## src/rtl/lcd_pixel_fifo.sv

```systemverilog
// Rate adapter from the PPU pixel strobe to the ILI9341 driver: buffers 2-bit pixels,
// drains them at most one per DRAIN_CLKS cycles and only from a frame boundary onward.
module lcd_pixel_fifo #(
    parameter int DEPTH      = 16,
    parameter int ADDR_W     = 4,
    parameter int DRAIN_CLKS = 4,
    parameter int FRAME_PIX  = 23040
) (
    input  logic              clk,
    input  logic              reset,
    input  logic              tft_initialized,
    input  logic              in_vblank,
    input  logic              in_write,
    input  logic [1:0]        in_col,
    output logic              out_vblank,
    output logic              out_write,
    output logic [1:0]        out_col,
    output logic [ADDR_W:0]   level,
    output logic              overflow,
    output logic              frame_err
);

    localparam int TMR_W = (DRAIN_CLKS > 2) ? $clog2(DRAIN_CLKS) : 1;
    localparam int CNT_W = 15;

    typedef enum logic [1:0] {ST_FLUSH, ST_SYNC, ST_RUN} state_t;

    state_t             state, state_nxt;
    logic [ADDR_W:0]    wr_ptr, rd_ptr;
    logic [1:0]         mem [DEPTH];
    logic [TMR_W-1:0]   timer;
    logic [CNT_W-1:0]   pix_cnt;

    logic vblank_rise, clear_fifo, run_active, sync_start;
    logic empty, full, push_req, push, pop, drop;
    logic [1:0] head;

    function automatic logic [CNT_W-1:0] sat_inc(input logic [CNT_W-1:0] v);
        return (&v) ? v : v + 1'b1;
    endfunction

    assign vblank_rise = in_vblank & ~out_vblank;

    always_ff @(posedge clk) begin
        if (reset) state <= ST_FLUSH;
        else       state <= state_nxt;
    end

    always_comb begin
        state_nxt = state;
        if (!tft_initialized) begin
            state_nxt = ST_FLUSH;
        end else begin
            case (state)
                ST_FLUSH: state_nxt = ST_SYNC;
                ST_SYNC:  if (vblank_rise) state_nxt = ST_RUN;
                ST_RUN:   state_nxt = ST_RUN;
                default:  state_nxt = ST_FLUSH;
            endcase
        end
    end

    // Dropping tft_initialized acts immediately so the FIFO is already empty the next cycle.
    always_comb begin
        clear_fifo = (state == ST_FLUSH) || !tft_initialized;
        run_active = (state == ST_RUN) && tft_initialized;
        sync_start = (state == ST_SYNC) && tft_initialized && vblank_rise;
    end

    assign level    = wr_ptr - rd_ptr;
    assign empty    = (wr_ptr == rd_ptr);
    assign full     = (level == (ADDR_W+1)'(DEPTH));
    assign push_req = run_active & in_write;
    // An empty FIFO forwards the incoming pixel so it leaves one cycle after the strobe.
    assign pop      = run_active & (timer == '0) & (~empty | push_req);
    assign head     = empty ? in_col : mem[rd_ptr[ADDR_W-1:0]];
    assign push     = push_req & (~full | pop);
    assign drop     = push_req & full & ~pop;

    always_ff @(posedge clk) begin
        if (reset || clear_fifo) begin
            wr_ptr <= '0;
            rd_ptr <= '0;
        end else begin
            if (push) wr_ptr <= wr_ptr + 1'b1;
            if (pop)  rd_ptr <= rd_ptr + 1'b1;
        end
    end

    always_ff @(posedge clk) begin
        if (push) mem[wr_ptr[ADDR_W-1:0]] <= in_col;
    end

    always_ff @(posedge clk) begin
        if (reset)              timer <= '0;
        else if (pop)           timer <= TMR_W'(DRAIN_CLKS - 1);
        else if (timer != '0)   timer <= timer - 1'b1;
    end

    // A pixel strobed on the same cycle as vblank_rise belongs to the new frame.
    always_ff @(posedge clk) begin
        if (reset || clear_fifo) begin
            pix_cnt <= '0;
        end else if (sync_start) begin
            pix_cnt <= '0;
        end else if (run_active) begin
            if (vblank_rise)   pix_cnt <= in_write ? CNT_W'(1) : '0;
            else if (in_write) pix_cnt <= sat_inc(pix_cnt);
        end
    end

    always_ff @(posedge clk) begin
        if (reset) begin
            out_vblank <= 1'b0;
            out_write  <= 1'b0;
            out_col    <= 2'd0;
            overflow   <= 1'b0;
            frame_err  <= 1'b0;
        end else begin
            out_vblank <= in_vblank;
            out_write  <= pop;
            if (pop) out_col <= head;
            overflow   <= overflow | drop;
            frame_err  <= run_active & vblank_rise & (pix_cnt != CNT_W'(FRAME_PIX));
        end
    end

endmodule

```

## config.mk

```make
export PLATFORM = sky130hd
export DESIGN_NAME = lcd_pixel_fifo
export DESIGN_NICKNAME = d
export VERILOG_FILES = /design/src/rtl/lcd_pixel_fifo.sv
export SDC_FILE = /design/constraint.sdc
export NUM_CORES = 1
export LEC_CHECK = 0
export CAP_MARGIN = 25
export CORE_UTILIZATION = 30
export CTS_BUF_LIST = sky130_fd_sc_hd__clkbuf_8
export DETAILED_ROUTE_END_ITERATION = 10
export GPL_TIMING_DRIVEN = 1
export PLACE_DENSITY = 0.42
export SKIP_LAST_GASP = 1
export SLEW_MARGIN = 10
export SYNTH_ARGS = -nofsm -noshare
export SYNTH_HDL_FRONTEND = slang
export SYNTH_SLANG_ARGS = --single-unit
```

## constraint.sdc

```tcl
create_clock -name clk -period 3.35 [get_ports clk]
set_input_delay 0.67 -clock clk [delete_from_list [all_inputs] [get_ports clk]]
set_output_delay 0.67 -clock clk [all_outputs]
set_load 0.005 [all_outputs]
```

* Yosys cells after proc, flatten, opt, wreduce, memory -nomap -nowiden
Memory sizes are Yosys's and may differ from the RTL's. A register that Yosys moved wholly into a read port is not among the register bits. Cells that the tools add are included.
Word-level totals: output and inout bits 11, memories kept 1, bits in writable memories 32, bits in registers 35, word-level logic and storage cells 68
Cells by class: reduce and logical (&&, ||, !) cells 15, equality and inequality tests 7, $add $sub $neg 5, bitwise gates (word level) 17, multiplexer cells 13
Memories:
- mem | words 16, bits a word 2, read ports 1, clocked after memory_dff 1, write ports 1, RTL line 30 | logic [1:0] mem [DEPTH];
Operator list (number):
- $mux W15 | 3
- $add A15 B1 Y15 const B | 1
- $ne A15 B15 Y1 const B | 1
- $reduce_and A15 Y1 | 1
- $add A5 B1 Y5 const B | 2
- $and A1 B1 Y1 | 9
- $mux W2 | 4
- $mux W4 | 2
- $pmux W2 S3 | 1
- $reduce_bool A2 Y1 | 3
- $eq A5 B5 Y1 | 1
- $eq A5 B5 Y1 const B | 1
- $not A1 Y1 | 5
- $sub A5 B5 Y5 | 1
- $logic_not A2 Y1 | 2
- $ne A2 B2 Y1 const B | 2
- $reduce_or A2 Y1 | 2
- $logic_and A1 B1 Y1 | 3
- $mux W1 | 3
- $or A1 B1 Y1 | 3
- $reduce_and A3 Y1 | 1
- $eq A2 B1 Y1 const B | 1
- $eq A2 B2 Y1 const B | 1
- $logic_or A1 B1 Y1 | 2
- other kinds (2) | 2

* Depth between registers and ports, before layout
Gate-level depths: netlist of the first run.
word-level depth 9, mapped depth 10, mapped depth without buffers 9

* Least setup slack after synthesis of the first run
Ideal clock, no wire load.
path kind register to register, from register wr_ptr[0], to memory mem[3][0], enable pin, data arrival time 2478 ps, stages on the path, launching flop included 11, required time 3101 ps, slack 623 ps, cells stage by stage dfxtp_1 inv_1 ha_1 inv_1 fa_1 xor2_1 or3_1 a2111oi_4 a21oi_2 buf_6 and4bb_1
RTL lines:
- from (decl) | RTL line 29 | logic [ADDR_W:0] wr_ptr, rd_ptr;
- from (signal assigned) | RTL line 85 | if (push) wr_ptr <= wr_ptr + 1'b1;
- $sub A5 B5 Y5 | RTL line 70 | assign level = wr_ptr - rd_ptr;
- named net level[2] | RTL line 18 | output logic [ADDR_W:0] level,
- $eq A5 B5 Y1 | RTL line 72 | assign full = (level == (ADDR_W+1)'(DEPTH));
- $not A1 Y1 | RTL line 77 | assign push = push_req & (~full | pop);
- $or A1 B1 Y1 | RTL line 77
- $and A1 B1 Y1 | RTL line 77
- $mux W1 | RTL line 91 | if (push) mem[wr_ptr[ADDR_W-1:0]] <= in_col;
- $mux W1 (implied by the code) | RTL line 91
- to (decl) | RTL line 30
The timed path passes the listed nets, and every way through them passes these cells.

* Final worst setup path of the first run
from register rd_ptr[2], to output level[3]
On the way: longest elaborated chain between the ends 1
Ends and longest elaborated chain:
- from (decl) | RTL line 29
- from (signal assigned) | RTL line 86 | if (pop) rd_ptr <= rd_ptr + 1'b1;
- $sub A5 B5 Y5 | RTL line 70
- to (decl) | RTL line 18
No other way between the ends.

==> results.cfg, run 1 <==
[run_status]
status = finished clean

[routing]
wire_per_inst_um = 16.96
dr_total_vias = 2464
ant_nets = 0
dr.pass1.iters = 4
finalWirelength_mm = 8.291
drt_iter0_drc = 139
drc = 0
viasPerCell = 5.039

[clock_network]
cts_resized = 0
cts_tree = done
cts_setup_buffers = 0
holdBufCountCts = 0
ctsRootBufferMaster = clkbuf_8
htree_levels = 3
clk-insertion-delay-late_ns = 0.35
cts_num_sinks = 71
clk_path_buf_depth = 2
clkSlewWorstSetupHoldPaths_ns = 0.08
cts_buffers = 9

[flow_run]
drv_cap = 0

[worst_setup_path]
cp.arrival_ns = 2.39
critPathMaxFanout = 5
endpoint_kind = output port
critical_path_class = reg2out
cp-start-kind = flip-flop
required_ns = 2.68
ff2ff_path_depth = 9

[timing]
drv_slew = 0
fin_tns_setup_ns = 0
grt_setup_unrepaired = false
fin_skew_ns = 0.007055
min_period_ns = 3.062
slew-limit-headroom_pct = 35.88
hold_violations = 0
worst_pin_slew_ns = 0.9494
fmax_ghz = 0.3266
hold_slack_ns = 0.4875
setup_viol = 0
period_share_pct = 91.40

[logic_synthesis]
async_flop_share_pct = 0
synth_nets = 339
ys_seq_area_share_pct = 49.31
synth_warnings = 0
ys_ff_latch = 71
postSynthAreaPerCell_sq_um = 11.18
syn_area_sq_um = 3532
synth_top_area_share_pct = 27.21
synth_edf_count = 32
synth_ff_type = dfxtp_1
yosysTopAreaCell = edfxtp_1
synth_cell_types = 53
synth_area_leaders = edfxtp_1 27%, dfxtp_1 22%, mux4_2 6.4%, ha_1 5.3%, mux2i_1 3.1%
syn_inst = 316

[die]
initial_core_util_pct = 30.80
core-area_sq_um = 11470
die_x_um = 110.5
die_area_sq_um = 12210
rows = 39
die_h_um = 110.5
ios = 18

[final_layout]
fillers = 1137
fin_nets = 364
final_common_cell = dfxtp_1
mostFrequentLayoutCells = 39 x dfxtp_1, 32 x edfxtp_1, 26 x nand2_1, 23 x nor2_1, 19 x inv_1
drive_above_1_share_pct = 10.69
syn2layout_area_growth_pct = 14.95
antennaDiodeCount = 0
fin_area_sq_um = 4060

[global_routing]
grt_pass1_wl_mm = 13.57
grt_pass1_vias = 2518
grt_max_degree = 20
grt.total_usage_pct = 14.44
grt_overflow = 0
antenna_found_initial = 0

[pwr]
ir_worst_vdd_uv = 247.8
power_density_nw_per_um2 = 399.9
leakage_uw = 0.001438

[worst_hold_path]
min_delay_path_depth = 2
hold_path.class = reg2reg

[placed_design]
hpwl_mm = 5.960
dpl-instance-area_sq_um = 3895
io_buffers = 17
gp_congestion = 0.7092
==> power by group <==
part           internal [uW]  switching, uW
Sequential               915           6.50
Clock                    263            328
Combinational           41.9           69.2
Total                   1220            404
==> kinds of logic (layout without fill, tap and decap cells) <==
| kind of cell | count (synthesis) | after routing | synth area share (%) |
|---|---|---|---|
| AOI/OAI and AO/OA | 46 | 46 | 9.387 |
| xor gates and xnor gates | 11 | 11 | 2.728 |
| and+or+nand+nor | 121 | 121 | 19.77 |
| adders and majority gates | 16 | 16 | 5.880 |
| muxes | 21 | 21 | 9.494 |
| DFF | 71 | 71 | 49.31 |
| buffers and inverters | 30 | 60 | 3.436 |
==> synth_stat cells, types with 4 or more instances <==
master,n
and3_1,8
nor2_1,23
o2111ai_1,5
dfxtp_1,39
nand2_1,26
o21ai_0,5
mux4_2,10
nor3_1,6
nand3_1,8
a21oi_1,14
and4b_1,9
nand4_1,6
a31oi_1,4
nand2b_1,10
mux2i_1,11
and4_1,6
clkbuf_1,9
ha_1,15
xnor2_1,4
edfxtp_1,32
inv_1,18
xor2_1,7
==> layer usage <==
metal	GRT usage, %	vias up	routed length [um]
li1	-	1231	-
met1	18.64	1195	3934
met2	23.93	30	3977
met3	3.293	8	263
met4	4.533	0	115
met5	0	-	0
==> path summary, 6_finish.rpt <==
path | start | end | slack, ns
setup / recovery | rd_ptr[2] | level[3] | 0.29
hold / removal | state[1] | state[1] | 0.49
setup reg to reg | wr_ptr[0] | mem[7][1] | 0.35
hold reg to reg | state[1] | state[1] | 0.49
==> registers in the layout (all words and copies together) (netlist names), named ones only <==
signal      flops
mem            32
pix_cnt        15
rd_ptr          5
wr_ptr          5
out_col         2
state           2
timer           2
frame_err       1
out_vblank      1
out_write       1
overflow        1
==> cell type report <==
type                    instances  area [sq um]  share of cell area, %
flip-flops and latches         71          1742                  42.90
multi-input cells             215          1669                  41.11
repair buffers                 26         237.7                  5.855
well taps                     143         178.9                  4.407
clock buffers                   9         123.9                  3.051
inverters                      18         67.56                  1.664
clock inverters                 7         41.29                  1.017
==> through the flow <==
step | instances | total power (uW) | setup slack, ns | util, %
4_1_cts | 489 | 1657 | 0.2564 | 35.41
3_5_place_dp | 473 | 1053 | 0.3373 | 33.97
6_report | 489 | 1624 | 0.2881 | 35.41
3_3_place_gp | 473 | 1053 | 0.3863 | 33.97
2_1_floorplan | 316 | 1011 | 0.6227 | -
5_1_grt | 489 | 1710 | 0.1109 | 35.41
==> critical path: stages, from the launching register on <==
cell	delay [ns]
dfxtp_1	0.37
inv_1	0.09
ha_1	0.35
and3b_1	0.22
o21ai_0	0.34
and2_1	0.19
clkdlybuf4s50_1	0.49
Power figures use the tool's default switching activity.
==> run 2, diff against run 1 <==
Settings changed: CAP_MARGIN 25 to 30.
==> results of run 2 <==
The final DEF is identical to that of run 1; final timing and power are the same.
==> run 3, diff against run 2 <==
Settings changed: CORE_UTILIZATION 30 to 55, PLACE_DENSITY 0.42 to 0.7, TNS_END_PERCENT from default to 30.
==> run 3 against run 2 <==
Clock-buffer cell count stayed put. Maximum frequency is 1.5% lower. Cell count is 15% lower. Critical endpoint unchanged. Largest cell class unchanged. Highest routed layer unchanged.
==> results.cfg, run 3 (synthesis results as in run 1) <==
[final_layout]
antennaDiodeCount = 0
final_util_pct = 66.02
mostFrequentLayoutCells = 39 x dfxtp_1, 32 x edfxtp_1, 26 x nand2_1, 23 x nor2_1, 19 x inv_1
largest_reg_flops = 32
fin_nets = 361
final_common_cell = dfxtp_1
syn2layout_area_growth_pct = 13.28
drive_above_1_share_pct = 10.20

[pwr]
ir_worst_vdd_uv = 285.5
leakage_uw = 0.001450
power_density_nw_per_um2 = 442.5

[global_routing]
antenna_found_initial = 0
grt_pass1_wl_mm = 11.45
grt_max_degree = 20
grt_overflow = 0
grt.total_usage_pct = 23.39
grt_pass1_vias = 2307

[routing]
ant_nets = 0
dr_total_vias = 2496
finalWirelength_mm = 7.155
dr.pass1.iters = 4
drc = 0
viasPerCell = 5.971
drt_iter0_drc = 95
wire_per_inst_um = 17.12

[die]
die_h_um = 82.14
core-area_sq_um = 6061
die_x_um = 82.14
initial_core_util_pct = 58.28
ios = 18
die_area_sq_um = 6746
rows = 28

[run_status]
status = finished clean

[worst_setup_path]
cpPeakStageDelay_ns = 0.49
required_ns = 2.68
critPathBufInv = 2
endpoint_kind = output port
path_cells = inv_1, ha_1, and3b_1, o21ai_0, and2_1, clkdlybuf4s50_1
cp.arrival_ns = 2.44
crit_family = buffers and inverters
cpMaxStageDelayCell = clkdlybuf4s50_1
cp-start-kind = flip-flop
critical_path_class = reg2out
critPathMaxFanout = 5

[clock_network]
cts_num_sinks = 71
htree_levels = 3
cts_resized = 0
cts_buffers = 9
clk-insertion-delay-late_ns = 0.35
clkSlewWorstSetupHoldPaths_ns = 0.07
ctsRootBufferMaster = clkbuf_8
cts_setup_buffers = 0
clk_path_buf_depth = 2
cts_tree = done
holdBufCountCts = 0

[timing]
hold_violations = 0
setup_viol = 0
min_period_ns = 3.109
fmax_ghz = 0.3216
drv_slew = 0
grt_setup_unrepaired = false
worst_pin_slew_ns = 0.7370
period_share_pct = 92.81
fin_tns_setup_ns = 0
slew-limit-headroom_pct = 50.86
fin_skew_ns = 0.01614

[placed_design]
gp_congestion = 0.7995
io_buffers = 17
hpwl_mm = 5.083

[worst_hold_path]
hold_path.class = reg2reg

[flow_run]
drv_cap = 0
==> run 3: cell type report <==
class / instances / area, sq um
clock buffer: 9 / 123.9
clock inverter: 7 / 90.09
fill: 489 / 2059
inverter: 18 / 67.56
multi-input combinational: 215 / 1669
sequential: 71 / 1742
tap: 75 / 93.84
timing repair buffer: 23 / 215.2
==> run 3: power by group <==
part / switching [uW] / internal [uW]
logic: 65.8 / 40.7
registers: 6.89 / 915
clock network: 327 / 415
==> run 3: per-layer routing <==
| metal | up-vias | global-route usage (%) | part of all wire (%) |
|---|---|---|---|
| met5 | - | 0 | 0 |
| met4 | 0 | 8.947 | 1.1 |
| met3 | 8 | 3.956 | 2.7 |
| met2 | 40 | 38.60 | 48 |
| met1 | 1217 | 30.64 | 48 |
| li1 | 1231 | - | - |
==> run 3: final timing paths <==
check / from / end / slack [ns] / cells after the start
worst max register to register: wr_ptr[0] / mem[5][1] / 0.34 / 9
worst min register to register: pix_cnt[5] / pix_cnt[5] / 0.49 / 2
worst max-delay path: rd_ptr[2] / level[3] / 0.24 / 6
worst min-delay path: pix_cnt[5] / pix_cnt[5] / 0.49 / 2
==> run 3: through the flow <==
step / setup slack, ns / area (sq um) / cells / total power [uW] / hold slack [ns]
after floorplan: 0.6227 / 3532 / 316 / 1011 / 0.4493
after global placement: 0.4505 / 3787 / 402 / 1045 / 0.4610
after detailed placement: 0.3669 / 3787 / 402 / 1050 / 0.4860
after CTS: 0.2273 / 4001 / 418 / 1781 / 0.4975
after global routing: 0.1097 / 4001 / 418 / 1834 / 0.5082
final: 0.2410 / 4001 / 418 / 1771 / 0.4913
==> run 3: worst min-delay path, delay by kind of cell, from the launching register on <==
| family | cells | cell delay [ns] |
|---|---|---|
| DFF | 1 | 0.33 |
| muxes | 1 | 0.06 |
| and+or+nand+nor | 1 | 0.06 |
